--- src/rtl/uart_cmd_parser.sv ---
// Byte-level command parser between the UART receiver and transmitter.
// Decodes "Lhh<CR|LF>" (set LED) and "?<CR|LF>" (query LED) and queues short ASCII replies.
module uart_cmd_parser #(
    parameter int LED_WIDTH      = 6,
    parameter int TIMEOUT_CYCLES = 2700000
) (
    input  logic                 clk,
    input  logic                 rst,
    input  logic [7:0]           rx_data,
    input  logic                 rx_valid,
    output logic [7:0]           tx_data,
    output logic                 tx_valid,
    input  logic                 tx_ready,
    output logic [LED_WIDTH-1:0] led,
    output logic                 cmd_err,
    output logic                 overrun
);

    localparam int TW = $clog2(TIMEOUT_CYCLES + 1);

    typedef enum logic [2:0] {IDLE, L_H1, L_H2, L_TERM, Q_TERM, RESP} state_t;

    state_t               r_state, w_next;
    logic [LED_WIDTH-1:0] r_led;
    logic [3:0]           r_hi, r_lo;
    logic [7:0]           r_q0, r_q1, r_q2;
    logic [1:0]           r_qlen;
    logic [TW-1:0]        r_tcnt;
    logic                 r_cmd_err, r_overrun;

    logic [4:0] w_hex;
    logic [3:0] w_nib;
    logic       w_is_hex, w_is_term, w_fits, w_expire, w_waiting, w_pop;
    logic [7:0] w_val, w_led8;
    logic       w_err, w_set_led, w_load_k, w_load_q, w_hi_en, w_lo_en;

    // Returns {valid, nibble} for an ASCII hex digit.
    function automatic logic [4:0] hex_decode(input logic [7:0] c);
        if (c >= 8'h30 && c <= 8'h39)
            return {1'b1, c[3:0]};
        else if ((c >= 8'h41 && c <= 8'h46) || (c >= 8'h61 && c <= 8'h66))
            return {1'b1, c[3:0] + 4'd9};
        else
            return 5'b0;
    endfunction

    function automatic logic [7:0] hex_char(input logic [3:0] n);
        if (n < 4'd10)
            return 8'h30 + {4'h0, n};
        else
            return 8'h37 + {4'h0, n};
    endfunction

    always_comb begin
        w_hex     = hex_decode(rx_data);
        w_is_hex  = w_hex[4];
        w_nib     = w_hex[3:0];
        w_is_term = (rx_data == 8'h0D) || (rx_data == 8'h0A);
        w_val     = {r_hi, r_lo};
        w_fits    = (w_val >> LED_WIDTH) == 8'd0;
        w_led8    = '0;
        w_led8[LED_WIDTH-1:0] = r_led;
        w_waiting = (r_state == L_H1) || (r_state == L_H2) ||
                    (r_state == L_TERM) || (r_state == Q_TERM);
        // A byte landing on the expiry cycle wins over the timeout.
        w_expire  = (r_tcnt == TW'(TIMEOUT_CYCLES - 1)) && !rx_valid;
        w_pop     = (r_state == RESP) && tx_ready;
    end

    always_ff @(posedge clk) begin
        if (rst)
            r_state <= IDLE;
        else
            r_state <= w_next;
    end

    always_comb begin
        w_next    = r_state;
        w_err     = 1'b0;
        w_set_led = 1'b0;
        w_load_k  = 1'b0;
        w_load_q  = 1'b0;
        w_hi_en   = 1'b0;
        w_lo_en   = 1'b0;
        case (r_state)
            IDLE: begin
                if (rx_valid) begin
                    if (rx_data == 8'h4C)      w_next = L_H1;
                    else if (rx_data == 8'h3F) w_next = Q_TERM;
                    else if (!w_is_term)       w_err  = 1'b1;
                end
            end
            L_H1: begin
                if (rx_valid) begin
                    if (w_is_hex) begin
                        w_hi_en = 1'b1;
                        w_next  = L_H2;
                    end else begin
                        w_err = 1'b1;
                    end
                end else if (w_expire) begin
                    w_next = IDLE;
                end
            end
            L_H2: begin
                if (rx_valid) begin
                    if (w_is_hex) begin
                        w_lo_en = 1'b1;
                        w_next  = L_TERM;
                    end else begin
                        w_err = 1'b1;
                    end
                end else if (w_expire) begin
                    w_next = IDLE;
                end
            end
            L_TERM: begin
                if (rx_valid) begin
                    if (w_is_term && w_fits) begin
                        w_set_led = 1'b1;
                        w_load_k  = 1'b1;
                        w_next    = RESP;
                    end else begin
                        w_err = 1'b1;
                    end
                end else if (w_expire) begin
                    w_next = IDLE;
                end
            end
            Q_TERM: begin
                if (rx_valid) begin
                    if (w_is_term) begin
                        w_load_q = 1'b1;
                        w_next   = RESP;
                    end else begin
                        w_err = 1'b1;
                    end
                end else if (w_expire) begin
                    w_next = IDLE;
                end
            end
            RESP: begin
                if (w_pop && r_qlen == 2'd1) w_next = IDLE;
            end
            default: w_next = IDLE;
        endcase
        if (w_err) w_next = RESP;
    end

    always_ff @(posedge clk) begin
        if (rst) begin
            r_led     <= '0;
            r_hi      <= '0;
            r_lo      <= '0;
            r_q0      <= '0;
            r_q1      <= '0;
            r_q2      <= '0;
            r_qlen    <= '0;
            r_tcnt    <= '0;
            r_cmd_err <= 1'b0;
            r_overrun <= 1'b0;
        end else begin
            r_cmd_err <= w_err;
            if (r_state == RESP && rx_valid) r_overrun <= 1'b1;
            if (w_hi_en)   r_hi  <= w_nib;
            if (w_lo_en)   r_lo  <= w_nib;
            if (w_set_led) r_led <= w_val[LED_WIDTH-1:0];
            if (rx_valid || !w_waiting)
                r_tcnt <= '0;
            else
                r_tcnt <= r_tcnt + TW'(1);
            // Reply queue: r_q0 is always the byte on offer; accepts shift it down.
            if (w_err) begin
                r_q0   <= 8'h45;
                r_qlen <= 2'd1;
            end else if (w_load_k) begin
                r_q0   <= 8'h4B;
                r_qlen <= 2'd1;
            end else if (w_load_q) begin
                r_q0   <= hex_char(w_led8[7:4]);
                r_q1   <= hex_char(w_led8[3:0]);
                r_q2   <= 8'h0A;
                r_qlen <= 2'd3;
            end else if (w_pop) begin
                r_q0   <= r_q1;
                r_q1   <= r_q2;
                r_qlen <= r_qlen - 2'd1;
            end
        end
    end

    always_comb begin
        tx_valid = (r_state == RESP);
        tx_data  = r_q0;
        led      = r_led;
        cmd_err  = r_cmd_err;
        overrun  = r_overrun;
    end

endmodule
--- config.mk ---
export PLATFORM = sky130hd
export DESIGN_NAME = uart_cmd_parser
export DESIGN_NICKNAME = d
export VERILOG_FILES = /design/src/rtl/uart_cmd_parser.sv
export SDC_FILE = /design/constraint.sdc
export NUM_CORES = 1
export LEC_CHECK = 0
export BUFFER_PORTS_ARGS = -buffer_cell sky130_fd_sc_hd__buf_4
export CORE_ASPECT_RATIO = 0.7
export CORE_MARGIN = 4
export CORE_UTILIZATION = 35
export CTS_BUF_LIST = sky130_fd_sc_hd__clkbuf_2
export CTS_CLUSTER_DIAMETER = 50
export CTS_CLUSTER_SIZE = 40
export DETAILED_ROUTE_END_ITERATION = 8
export GPL_ROUTABILITY_DRIVEN = 1
export GPL_TIMING_DRIVEN = 0
export SETUP_SLACK_MARGIN = 0.5
export SLEW_MARGIN = 20
export SYNTH_ARGS = -nofsm -noshare
export SYNTH_HDL_FRONTEND = slang
export SYNTH_SLANG_ARGS = --single-unit
--- constraint.sdc ---
create_clock -name clk -period 2.6 [get_ports clk]
set_input_delay 0.26 -clock clk [delete_from_list [all_inputs] [get_ports clk]]
set_output_delay 0.26 -clock clk [all_outputs]
set_load 0.1 [all_outputs]
* Yosys cells after proc, flatten, opt, wreduce, memory -nomap -nowiden
Cells that the tools add are included.
** Word-level totals
- Bits in registers :: 60
- Bits of input ports :: 12
- Word-level logic and storage cells :: 135
** Cells by class
- Multiplexer cells :: 49
- Equality and inequality tests :: 25
- Bitwise gates (word level) :: 2
- Order comparisons :: 8
- Reduce and logical (&&, ||, !) cells :: 29
- Add/sub/neg operators :: 7
** Operators by type and width (count)
- two-way mux 3 bit :: 14
- two-way mux 8 bit :: 4
- two-way mux 7 bit :: 4
- adder 22 x 1 -> 22 bit, second input constant :: 1
- equality test 22 bit, second input constant :: 1
- two-way mux 1 bit :: 21
- case mux 3 bit (6 select lines) :: 1
- equality test 8 x 4 -> 1 bit, second input constant :: 2
- >= comparator 8 x 7 -> 1 bit, second input constant :: 2
- <= comparator 8 x 7 -> 1 bit, second input constant :: 2
- != test 4 bit, second input constant :: 4
- != test 3 bit, second input constant :: 5
- adder 6 x 2 -> 7 bit, first input constant :: 2
- adder 6 x 4 -> 7 bit, first input constant :: 2
- AND reduction 7 bit :: 2
- two-way mux 5 bit :: 2
- equality test 8 x 6 -> 1 bit, second input constant :: 1
- equality test 8 x 7 -> 1 bit, second input constant :: 1
- >= comparator 8 x 6 -> 1 bit, second input constant :: 1
- <= comparator 8 x 6 -> 1 bit, second input constant :: 1
- logical AND 1 bit :: 8
- logical NOT 8 bit :: 1
- equality test 3 x 2 -> 1 bit, second input constant :: 2
- equality test 3 bit, second input constant :: 2
- other kinds (23) :: 34

* Logic depth before layout (Yosys ltp)
Gate-level depths: netlist of run 1.
- Word-level depth :: 10
- Mapped depth :: 8
- Mapped depth without buffers :: 7

* Worst setup path after synthesis of run 1
OpenSTA, ideal clock, no wires.
- Path type :: reg-to-reg
- From :: reg r_state[2]
- To :: reg r_q0[0] (netlist: tx_data[0])
- Slack :: 0.114 ns
- Setup time :: 0.075 ns
- Stages on the path, launching flop included :: 9
- Path buffers :: 3
- Period minus slack after synthesis :: 2.486 ns
- Arrival time :: 2.410 ns
- Cell sequence :: dfxtp_1 buf_2 and3b_1 clkbuf_1 nand2_1 clkbuf_1 nand2_1 nor2_1 a31oi_1
** RTL lines
- start, declared :: RTL line 23 : state_t r_state, w_next;
- start signal, assigned :: RTL line 74 : r_state <= w_next;
- equality test 3 bit
- via tx_valid :: RTL line 12 : output logic tx_valid,
- logical AND 1 bit :: RTL line 67 : w_pop = (r_state == RESP) && tx_ready;
- nonzero test 4 bit (no line)
- end signal, assigned :: RTL line 180 : r_q0 <= hex_char(w_led8[7:4]);
- end signal, assigned :: RTL line 185 : r_q0 <= r_q1;
- end, declared :: RTL line 26 : logic [7:0] r_q0, r_q1, r_q2;
The timed path passes the listed nets, and every way through them passes these cells.
A chain may end at the register's enable or synchronous reset.

* Worst setup path in the final report of run 1
- From :: reg r_state[1]
- To :: reg r_state[1]
** Between the ends
- Word-level cells in the longest chain between the ends :: 5
** RTL lines
- equality test 3 bit :: RTL line 67, 85
- logical AND 1 bit :: RTL line 67
- logical AND 1 bit :: RTL line 143 : if (w_pop && r_qlen == 2'd1) w_next = IDLE;
- != test 2 x 1 -> 1 bit (no line)
- AND reduction 7 bit (no line)
Parallel ways exist; a longest one is shown, timed or not.

==> flow_summary.json, run 1 <==
{
  "status": "finished clean",
  "areaGrowthSynthToFinish_pct": 16.0,
  "leakage_nw": 1.32,
  "grt_pass1_wl_mm": 12.3,
  "yosys_register_bits": 58,
  "grt_max_degree": 11,
  "yosysTopAreaCell": "dfxtp_1",
  "routedWlPerCell_um": 14.9,
  "hold_buffers": 0,
  "place_congestion": 0.884,
  "vias_per_cell": 5.45,
  "syn_inst": 359,
  "grt_pass1_vias": 2435,
  "crit_required_ns": 2.98,
  "grt_usage": 0.151,
  "post-dp-hpwl_mm": 5.38,
  "finalCriticalPeriod_ns": 1.99,
  "drt_iter0_markers": 207,
  "peakVddDrop_mv": 0.216,
  "slew_headroom": 0.593,
  "boundaryPins": 29,
  "power_density_nw_per_um2": 661,
  "cts_tree": "yes",
  "crit_chain": "clkbuf_1 > a22oi_1 > o31ai_1 > o21ai_0 > a221oi_1",
  "fin_crit_sh": 0.765,
  "yosysTopAreaCellShare": 0.390,
  "finalSetupViolCount": 0,
  "cts.sinks": 58,
  "firstDrtPassIters": 5,
  "nFillCells": 801,
  "crit_fanout": 10,
  "routed_wirelength_mm": 7.47,
  "ys_warn_count": 0,
  "final_common_cell": "dfxtp_1",
  "drive_gt1_frac": 0.163,
  "clk_pin_slew_ns": 0.14,
  "cts_buffers": 9,
  "ys_types": 55,
  "grt_setup_unrepaired": "yes",
  "start_kind": "flop",
  "die_w_um": 118,
  "synthArstFlopShare": 0,
  "antenna_left": 0,
  "max_stage_delay_ns": 0.53,
  "core_um2": 8070,
  "antenna_found_initial": 0,
  "fmax_ghz": 0.503,
  "syn_area_um2": 2970,
  "synth-edff-count": 0,
  "layout.nets": 417,
  "cp-end-kind": "flop",
  "worstMarginPinSlew_ns": 0.606,
  "setup-tns-final_ns": 0,
  "start_util": 0.368,
  "maxSlewViolCount": 0,
  "finClkSkew_ns": 0.0169,
  "synth_area_leaders": "dfxtp_1 (39%), nor2_1 (5.8%), nand3_1 (4.2%)",
  "synthFlopType": "dfxtp_1",
  "htreeDepth": 3,
  "rows": 27,
  "criticalPathCategory": "flop to flop",
  "post-route-drc-count": 0,
  "hold_path.class": "primary input to flop",
  "cts_root_buf": "clkbuf_2",
  "die-area_um2": 10100,
  "seq_area_frac_synth": 0.390,
  "cp_data_arrival_time_ns": 2.37,
  "die_h_um": 85.1,
  "vias": 2730,
  "hold_viol": 0,
  "clk_latency_ns": 0.48,
  "avgSynthCellArea_um2": 8.28,
  "cts_buffer_depth": 2,
  "synth_fp_nets": 379,
  "layout_common_cells": "dfxtp_1 (57), nor2_1 (46), buf_4 (29), nand3_1 (25), a21oi_1 (23)",
  "timing.max_cap.violations": 0,
  "cp_slowest_cell": "dfxtp_1",
  "antennaDiodeCount": 0,
  "portBuffers": 25,
  "final_core_util": 0.427,
  "grt-ovfl-total": 0
}
path summary, 6_finish.rpt:
check	endpoint	startpoint	slack [ns]	depth (start not counted)
max	r_state[1]$_SDFFE_PP0P_	r_state[1]$_SDFFE_PP0P_	0.61	5
min	r_q1[6]$_SDFFE_PP0P_	rx_data[6]	0.12	4
min reg2reg	r_tcnt[0]$_SDFF_PP0_	r_tcnt[0]$_SDFF_PP0_	0.47	1
max reg2reg	r_state[1]$_SDFFE_PP0P_	r_state[1]$_SDFFE_PP0P_	0.61	5
critical path: cells and delay by family (launching register included):
kind | cells | cell delay (ns)
buffers and inverters | 1 | 0.39
AO/OA/AOI/OAI | 4 | 0.99
flip-flops | 1 | 0.53
kinds of logic (layout without fill, tap and decap cells):
| group | after synthesis | after routing | synth area share |
|---|---|---|---|
| AO/OA/AOI/OAI | 66 | 66 | 0.143 |
| XOR/XNOR | 19 | 19 | 0.0560 |
| adder cells (fa/ha/maj) | 8 | 8 | 0.0337 |
| buffers and inverters | 33 | 74 | 0.0484 |
| flip-flops | 58 | 58 | 0.390 |
| multiplexers | 10 | 10 | 0.0341 |
| other | 1 | 1 | 0.00126 |
| AND/OR/NAND/NOR | 164 | 164 | 0.294 |
cell usage after synthesis, types with 3 or more instances:
library cell   n
dfxtp_1       58
o21ai_0       10
nor4_1         7
nor2b_1        3
xor2_1        12
or3_1          4
nor3_1        19
ha_1           8
clkbuf_1      13
xnor2_1        7
and4_1         4
nor2_1        46
nand3_1       25
inv_1         13
and2_1         4
mux2i_1        9
a31oi_1        8
and3_1         7
buf_2          4
nand2_1       21
nand4_1        9
a21oi_1       23
what timing repair did:
item,in CTS,in global routing
endpoints found under the setup margin,17,26
buffers inserted,0,2
gates resized for setup,4,9
pin swaps,0,1
through the flow:
step           instance area [µm²]  hold slack (ns)  cells  setup WS, ns  power, mW
2_1_floorplan                 2980            0.418    359         0.571       1.56
3_3_place_gp                  3290            0.430    485         0.340       1.73
3_5_place_dp                  3290            0.439    485         0.314       1.73
4_1_cts                       3410           0.0942    499         0.540       2.27
5_1_grt                       3450           0.0864    501         0.357       2.40
6_report                      3450            0.125    501         0.612       2.28
registers in the layout, summed over array words and instances, names as in the netlist:
signal	flops
r_tcnt	22
overrun	1
r_q2	1
r_hi	4
r_qlen	2
r_lo	4
r_q1	7
tx_data	7
r_state	3
led	6
cmd_err	1
routing by layer:
metal  track usage  vias up  wire length, µm
met5             0        -                0
met4        0.0511        0               60
met3        0.0426        6              523
met2         0.207       94             3070
met1         0.224     1256             3810
li1              -     1374                -
report_power, final:
group | internal, mW | leakage, nW | switching [mW]
clock network | 0.203 | 0.0625 | 0.318
logic | 0.248 | 0.786 | 0.536
registers | 0.939 | 0.470 | 0.0358
layout make-up:
class                           instances  area, µm²  area share
Buffer                                 20       98.8      0.0287
Tap cell                              101        126      0.0366
Timing Repair Buffer                   27        203      0.0588
Clock inverter                          5       47.5      0.0138
Inverter                               13       48.8      0.0141
Multi-Input combinational cell        268       1720       0.498
Sequential cell                        58       1160       0.337
Clock buffer                            9       45.0      0.0131
Note: power is estimated with default switching activity, not from simulation.
==> run 2, diff against run 1 <==
- clock period: 2.6 -> 2 ns (I/O delays scaled with it)
==> run 2 against run 1 <==
Against the previous run:
- worst setup slack got worse by 0.44 ns
- non-clock buffer count rose by 33
- first-iteration DRC count rose by 15%
- register-to-register slack got worse by 0.44 ns
- worst hold slack got worse by 0.046 ns
- total power rose by 56%
- final cell count rose by 7.2%
- final area rose by 25%
- critical endpoint is now r_state[0]$_SDFFE_PP0P_
- largest cell class unchanged
==> flow_summary.json, run 2 (synthesis results as in run 1) <==
{
  "layout.nets": 451,
  "finClkSkew_ns": 0.0359,
  "start_kind": "flop",
  "die_h_um": 85.1,
  "cts_buffers": 9,
  "post-dp-hpwl_mm": 5.60,
  "core_um2": 8070,
  "grt-ovfl-total": 0,
  "rows": 27,
  "vias_per_cell": 5.57,
  "finalSetupViolCount": 0,
  "peakVddDrop_mv": 0.281,
  "firstDrtPassIters": 5,
  "antennaDiodeCount": 0,
  "clk_pin_slew_ns": 0.18,
  "layout_common_cells": "buf_4 (51), dfxtp_1 (39), nor2_1 (36), a21oi_1 (21), nand2_1 (17)",
  "seqPwrFrac": 0.360,
  "combinationalPowerShare": 0.469,
  "antenna_left": 0,
  "timing.max_cap.violations": 0,
  "nFillCells": 704,
  "areaGrowthSynthToFinish_pct": 45.4,
  "post-place-ws_ns": -0.108,
  "clk_latency_ns": 0.50,
  "power_frac_clock": 0.171,
  "power_density_nw_per_um2": 821,
  "slew_headroom": 0.634,
  "power.internal_mw": 2.10,
  "maxSlewViolCount": 0,
  "hold_viol": 0,
  "post-route-drc-count": 0,
  "final_common_cell": "buf_4",
  "start_util": 0.368,
  "cts.sinks": 58,
  "dp_cells": 485,
  "switching_power_mw": 1.45,
  "fin_crit_sh": 0.915,
  "fin_cells": 537,
  "place_congestion": 0.863,
  "portBuffers": 25,
  "grt_usage": 0.176,
  "routedWlPerCell_um": 16.6,
  "fmax_ghz": 0.546,
  "htreeDepth": 3,
  "grt_setup_unrepaired": "yes",
  "status": "finished clean",
  "cp-end-kind": "flop",
  "criticalPathCategory": "flop to flop",
  "antenna_found_initial": 0,
  "cts_buffer_depth": 2,
  "die-area_um2": 10100,
  "cts_root_buf": "clkbuf_2",
  "leakage_nw": 1.65,
  "fin_ws_ns": 0.169,
  "seq_area_um2": 1190,
  "worstMarginPinSlew_ns": 0.548,
  "drive_gt1_frac": 0.408,
  "largest_register_ffs": 22,
  "crit_fanout": 4,
  "cp_data_arrival_time_ns": 2.22,
  "crit_required_ns": 2.39,
  "grt_max_degree": 11,
  "hold_path.class": "primary input to flop",
  "grt_pass1_vias": 2853,
  "drt_iter0_markers": 239,
  "grt_pass1_wl_mm": 14.3,
  "boundaryPins": 29,
  "vias": 2991,
  "finalCriticalPeriod_ns": 1.83,
  "top_register": "r_tcnt",
  "routed_wirelength_mm": 8.92,
  "sw_frac_of_total": 0.407,
  "die_w_um": 118,
  "multiInputGateArea_um2": 2130,
  "cts_tree": "yes"
}
==> run 2: stage by stage <==
stage | util | area [µm²] | setup TNS (ns) | hold slack [ns] | power (mW)
floorplan | - | 3070 | 0 | 0.393 | 2.06
global placement | 0.419 | 3390 | -0.718 | 0.429 | 2.27
detailed placement | 0.419 | 3390 | -0.887 | 0.438 | 2.28
CTS | 0.502 | 4060 | 0 | 0.0626 | 3.34
global route | 0.536 | 4330 | 0 | 0.0579 | 3.73
finish | 0.536 | 4330 | 0 | 0.0794 | 3.55
==> run 2: final timing paths <==
path	start	cells past startpoint	slack [ns]	to
worst min register to register	r_q2[1]$_SDFFE_PP0P_	2	0.47	r_q2[1]$_SDFFE_PP0P_
worst min-delay path	rx_data[6]	4	0.08	r_q1[6]$_SDFFE_PP0P_
worst max register to register	r_state[2]$_SDFFE_PP0P_	8	0.17	r_state[0]$_SDFFE_PP0P_
worst max-delay path	r_state[2]$_SDFFE_PP0P_	8	0.17	r_state[0]$_SDFFE_PP0P_
==> run 2: critical path: stages (launching register included) <==
cell and delay [ns]:
dfxtp_2 0.36, buf_6 0.12, buf_6 0.12, and4b_2 0.26
o21ai_2 0.09, o31ai_2 0.12, buf_4 0.16, a2111oi_4 0.33
a32oi_1 0.15
==> run 2: layout make-up <==
type	count	area share
inverter	13	0.0113
clock buffer	10	0.0116
tap	101	0.0292
sequential	58	0.276
multi-input combinational	269	0.493
clock inverter	6	0.00781
buffer	20	0.0428
timing repair buffer	60	0.128
==> run 2: timing repair <==
action | 4_1_cts | 5_1_grt
setup buffers | 24 | 7
setup endpoints to repair | 56 | 58
gates resized for setup | 80 | 54
hold buffers | 0 | 0
pin swaps | 24 | 31
cloned | 4 | 1
==> run 2: per-layer routing <==
layer | share of wire | track usage
met5 | 0 | 0
met1 | 0.49 | 0.254
met4 | 0.015 | 0.0745
met2 | 0.44 | 0.249
met3 | 0.061 | 0.0386
==> run 2: power by group through the flow <==
stage               Sequential [mW]  Combinational [mW]  Clock, mW
floorplan                      1.45               0.606          0
global placement               1.28               0.989          0
detailed placement             1.28               0.992          0
CTS                            1.27                1.46      0.614
global route                   1.29                1.76      0.678
finish                         1.28                1.66      0.606
